===== src/rtl/dmem_port_arbiter.sv =====
// dmem_port_arbiter: round-robin sharing of the single-port data memory between
// the pipeline port (C) and the debug/DMA port (D), one access per 3 cycles.
// Optional build macro DMEM_ALIGN_CHK_EN adds misalignment errors.
module dmem_port_arbiter #(
  parameter int ADDR_W = 32,
  parameter int DATA_W = 32
) (
  input  logic              clk,
  input  logic              rst_n,
  input  logic              i_c_req,
  input  logic              i_c_we,
  input  logic [2:0]        i_c_size,
  input  logic [ADDR_W-1:0] i_c_addr,
  input  logic [DATA_W-1:0] i_c_wdata,
  output logic              o_c_gnt,
  output logic              o_c_rvalid,
  output logic [DATA_W-1:0] o_c_rdata,
  output logic              o_c_err,
  input  logic              i_d_req,
  input  logic              i_d_we,
  input  logic [2:0]        i_d_size,
  input  logic [ADDR_W-1:0] i_d_addr,
  input  logic [DATA_W-1:0] i_d_wdata,
  output logic              o_d_gnt,
  output logic              o_d_rvalid,
  output logic [DATA_W-1:0] o_d_rdata,
  output logic              o_d_err,
  output logic              o_m_we,
  output logic [ADDR_W-1:0] o_m_addr,
  output logic [DATA_W-1:0] o_m_wdata,
  output logic [2:0]        o_m_size,
  input  logic [DATA_W-1:0] i_m_rdata
);
  typedef enum logic [1:0] {IDLE, ACCESS, RESP} state_t;
  state_t r_state, w_next;
  logic r_owner, r_last, r_we, r_err;
  logic [2:0] r_size;
  logic [ADDR_W-1:0] r_addr;
  logic [DATA_W-1:0] r_wdata, r_rdata;
  logic w_sel_d, w_err;
  logic [2:0] w_size;
  logic [ADDR_W-1:0] w_addr;
  // owner encoding: 0 = C, 1 = D; on a tie the port not granted last wins
  assign w_sel_d = i_d_req & (~i_c_req | ~r_last);
  assign w_size  = w_sel_d ? i_d_size : i_c_size;
  assign w_addr  = w_sel_d ? i_d_addr : i_c_addr;
`ifdef DMEM_ALIGN_CHK_EN
  assign w_err = (w_size[1:0] == 2'b11) | ((w_size[1:0] == 2'b00) & (|w_addr[1:0])) |
                 ((w_size[1:0] == 2'b10) & w_addr[0]);
`else
  assign w_err = (w_size[1:0] == 2'b11);
`endif
  assign o_m_addr  = r_addr;
  assign o_m_wdata = r_wdata;
  assign o_m_size  = r_size;
  // state register
  always_ff @(posedge clk or negedge rst_n)
    if (!rst_n) r_state <= IDLE;
    else r_state <= w_next;
  // next state and per-port handshake outputs
  always_comb begin
    w_next     = IDLE;
    o_m_we     = 1'b0;
    o_c_gnt    = 1'b0;
    o_d_gnt    = 1'b0;
    o_c_rvalid = 1'b0;
    o_d_rvalid = 1'b0;
    o_c_rdata  = '0;
    o_d_rdata  = '0;
    o_c_err    = 1'b0;
    o_d_err    = 1'b0;
    case (r_state)
      IDLE:   w_next = (i_c_req | i_d_req) ? ACCESS : IDLE;
      ACCESS: begin
        w_next  = RESP;
        o_m_we  = r_we & ~r_err;
        o_c_gnt = ~r_owner;
        o_d_gnt = r_owner;
      end
      RESP: begin
        o_c_rvalid = ~r_owner;
        o_d_rvalid = r_owner;
        o_c_rdata  = r_owner ? '0 : r_rdata;
        o_d_rdata  = r_owner ? r_rdata : '0;
        o_c_err    = ~r_owner & r_err;
        o_d_err    = r_owner & r_err;
      end
      default: w_next = IDLE;
    endcase
  end
  // latch the winning command and remember who won for the next tie
  always_ff @(posedge clk or negedge rst_n)
    if (!rst_n) begin
      r_owner <= 1'b0;
      r_last  <= 1'b1;
      r_we    <= 1'b0;
      r_err   <= 1'b0;
      r_size  <= '0;
      r_addr  <= '0;
      r_wdata <= '0;
    end else if (r_state == IDLE && (i_c_req | i_d_req)) begin
      r_owner <= w_sel_d;
      r_last  <= w_sel_d;
      r_we    <= w_sel_d ? i_d_we : i_c_we;
      r_err   <= w_err;
      r_size  <= w_size;
      r_addr  <= w_addr;
      r_wdata <= w_sel_d ? i_d_wdata : i_c_wdata;
    end
  // capture memory read data; writes and errors return zero
  always_ff @(posedge clk or negedge rst_n)
    if (!rst_n) r_rdata <= '0;
    else if (r_state == ACCESS) r_rdata <= (r_we | r_err) ? '0 : i_m_rdata;
endmodule


===== config.mk =====
export PLATFORM = sky130hd
export DESIGN_NAME = dmem_port_arbiter
export DESIGN_NICKNAME = d
export VERILOG_FILES = /design/src/rtl/dmem_port_arbiter.sv
export SDC_FILE = /design/constraint.sdc
export NUM_CORES = 1
export LEC_CHECK = 0
export BUFFER_PORTS_ARGS = -buffer_cell sky130_fd_sc_hd__buf_4
export CELL_PAD_IN_SITES_DETAIL_PLACEMENT = 1
export CELL_PAD_IN_SITES_GLOBAL_PLACEMENT = 2
export CORE_MARGIN = 2
export CORE_UTILIZATION = 24
export DETAILED_ROUTE_END_ITERATION = 8
export PLACE_DENSITY = 0.75
export SYNTH_ARGS = -nofsm -noshare
export SYNTH_HDL_FRONTEND = slang
export SYNTH_SLANG_ARGS = --single-unit

===== constraint.sdc =====
create_clock -name clk -period 1.5 [get_ports clk]
set_input_delay 0 -clock clk [delete_from_list [all_inputs] [get_ports clk]]
set_output_delay 0 -clock clk [all_outputs]
set_load 0.02 [all_outputs]

==> results.md <==
* Clock Tree Buf Depth at 2
* Worst setup margin at -163 ps
* DRT Pass-1 Iters at 4
* Syn Inst Count at 387
* Total negative slack at -16720 ps
* # IOs at 310
* Post-synth EDFFs at 0
* CTS Buf Count at 9
* Met2 wire len at 11.6 mm
* CORE AREA at 0.0212 mm²
* ANT nets after route at 0
* Minimum clock period after layout at 1660 ps
* FMAX at 0.601 GHz
* Die Ht at 151 µm
* Met3 routed WL at 1.29 mm
* Seq/Total Area, Yosys at 50.5%
* Clock tree sinks at 105
* Slew margin rel. at 60.3%
* CTS tree: yes
* CP Capture Type: output port
* Via/cell ratio at 4.52
* Global-route wire length before repair at 30.9 mm
* Reg clk slew, reported paths at 80 ps
* Hold Crit Class: input port to flip-flop
* CP max-delay cell: dfrtp_1
* Initial antenna violation count at 1
* Largest net degree at the start of global routing at 106
* Most Frequent Cell on Critical Path: buf_6
* Total gr overflow at 0
* Initial Utilization at 24.6%
* Root Driver: clkbuf_16
* Top Metal Used: met4
* Failing checks: setup timing
* Synthesis-to-finish area growth at 94.6%
* Critical path launch point type: flip-flop
* Die ar. at 0.0229 mm²
* Syn_nets at 559
* I/O Buffers at 309
* Chip width at 151 µm
* Remaining DRCs at 0
* Crit-path max cell delay at 390 ps
* DR iter-0 viols at 93
* Critical Path RT at 1500 ps
* Num rows at 53
* CP max FO at 17
* Syn_area_per_cell at 13.5 µm²
* Arr. time, crit path at 1660 ps
* Fraction of layout cells with a size suffix above 1 at 69.5%
* VDD IR max at 0.000793 V
* Crit path kind: flip-flop to output port
* Synth Cell Area at 0.00521 mm²
* Clk Latency, worst-skew pair at 350 ps
* Top FF cell, synth: dfrtp_1
* Async SR Flop Fraction at 100%
* Max-slew violation count at 0
* RD Place Congestion at 0.786
* Hold Fails Final Rpt at 0
* Pre-CTS setup slack at -148 ps
* Power density cells at 1680 mW/mm²
* CP cell instances: buf_6 > nor3b_4 > buf_4 > buf_12 > and2_1 > buf_6
* H-tree levels at 3
* Vias at 4932
* Dpl hpwl at 13.1 mm
* Vias in the first global route at 5627
* Final setup viols at 138
* Gr usage total at 17.6%
* Crit-path leading delay family: buffers and inverters
* Final Non-Filler Cells at 1090
* Yosys cell types at 23
* Worst clock skew at 12.9 ps
* LEAKAGE at 4.87 nW
* Setup repair after global routing missed its margin: yes
* Yosys reg bits at 105
* Max-cap viol count at 0
* Final core occ at 47.9%
* Detailed-route wire length at 21.8 mm
* Worst-margin pin slew at 595 ps
* Outcome: finished with violations
* Total power at 17.0 mW
* Worst path buffer plus inverter count at 4
* Final nets at 982
* Ys Warns at 0
* Placed Instances at 960
* Routed wire per std cell at 20.0 µm
* Wire length on met1 at 8.18 mm
* Final period utilization at 111%
-- kinds of logic (layout without fill, tap and decap cells) --
logic type	Yosys count	in the layout	synth area share (%)
other	0	1	0
AOI/OAI and AO/OA	37	37	6.20
DFF	105	105	50.5
buffers and inverters	30	457	4.35
and+or+nand+nor	77	77	9.20
muxes	138	138	29.8
-- final cells by class --
type | instances | area (µm²)
sequential | 105 | 2630
multi-input combinational | 252 | 2740
inverter | 2 | 7.51
fill | 2214 | 11000
clock buffer | 10 | 239
timing repair buffer | 440 | 4120
tap | 275 | 344
antenna | 1 | 2.50
clock inverter | 5 | 62.6
-- sequential cells by signal, summed over array words and instances, names as in the netlist --
register	count
o_m_addr	32
o_m_wdata	32
r_rdata	32
o_m_size	3
r_state	2
r_err	1
r_last	1
r_owner	1
r_we	1
-- layer usage --
| layer | global-route usage (%) | up-vias |
|---|---|---|
| li1 | - | 2217 |
| met1 | 18.8 | 2480 |
| met2 | 32.8 | 194 |
| met3 | 3.92 | 41 |
| met4 | 8.22 | 0 |
| met5 | 0 | - |
-- worst paths after layout --
kind | from | endpoint | slack [ps] | depth (start not counted)
max | r_state[0] | o_c_rdata[25] | -160 | 6
min | i_d_wdata[10] | o_m_wdata[10] | 9 | 3
max reg2reg | r_last | o_m_wdata[29] | -160 | 5
min reg2reg | o_m_wdata[18] | o_m_wdata[18] | 510 | 1
max in group asynchronous | rst_n | o_m_size[0] | 780 | 3
min in group asynchronous | rst_n | o_m_wdata[4] | 280 | 3
-- Yosys cell counts, drive strengths merged, types with 2 or more instances --
library cell | count | share of area (%)
inv | 2 | 0.14
clkbuf | 8 | 0.58
dfrtp | 104 | 50
buf | 20 | 3.6
mux2 | 137 | 30
nand2 | 3 | 0.22
nor3b | 3 | 0.53
nor2 | 3 | 0.22
and2 | 66 | 7.9
a22o | 32 | 5.4
-- through the flow --
| stage | area [µm²] | hold WS (ps) |
|---|---|---|
| finish | 10100 | 8.86 |
| floorplan | 5210 | -296 |
| global route | 10100 | 4.32 |
| CTS | 9610 | 0.395 |
| detailed placement | 7890 | 141 |
| global placement | 7890 | 128 |
-- what timing repair did --
| action | in CTS | in global routing |
|---|---|---|
| gates cloned | 5 | 8 |
| hold buffers | 89 | 3 |
| setup endpoints to repair | 137 | 138 |
| pin swaps | 10 | 7 |
| endpoints found under the hold margin | 168 | 2 |
| resized for setup | 106 | 103 |
| buffers inserted | 7 | 4 |
-- cell usage in the layout (no fill, tap or decap), types with 4 or more instances in the layout --
cell           count
and2_4            58
buf_16             4
mux2_2            84
buf_12             7
and2_1             8
mux2_4            53
dlygate4sd3_1     92
a22o_1            32
dfrtp_1          104
buf_6             77
clkbuf_16         15
buf_4            251
-- tightest hold or removal path, stage by stage --
cell and delay (ps):
buf_4 80, mux2_4 130, mux2_4 130
-- power by group --
part / internal [mW] / switching [mW]
logic: 5.02 / 4.27
clock network: 1.35 / 1.14
registers: 4.25 / 1.02
total: 10.6 / 6.42
(Power assumes the default switching activity.)
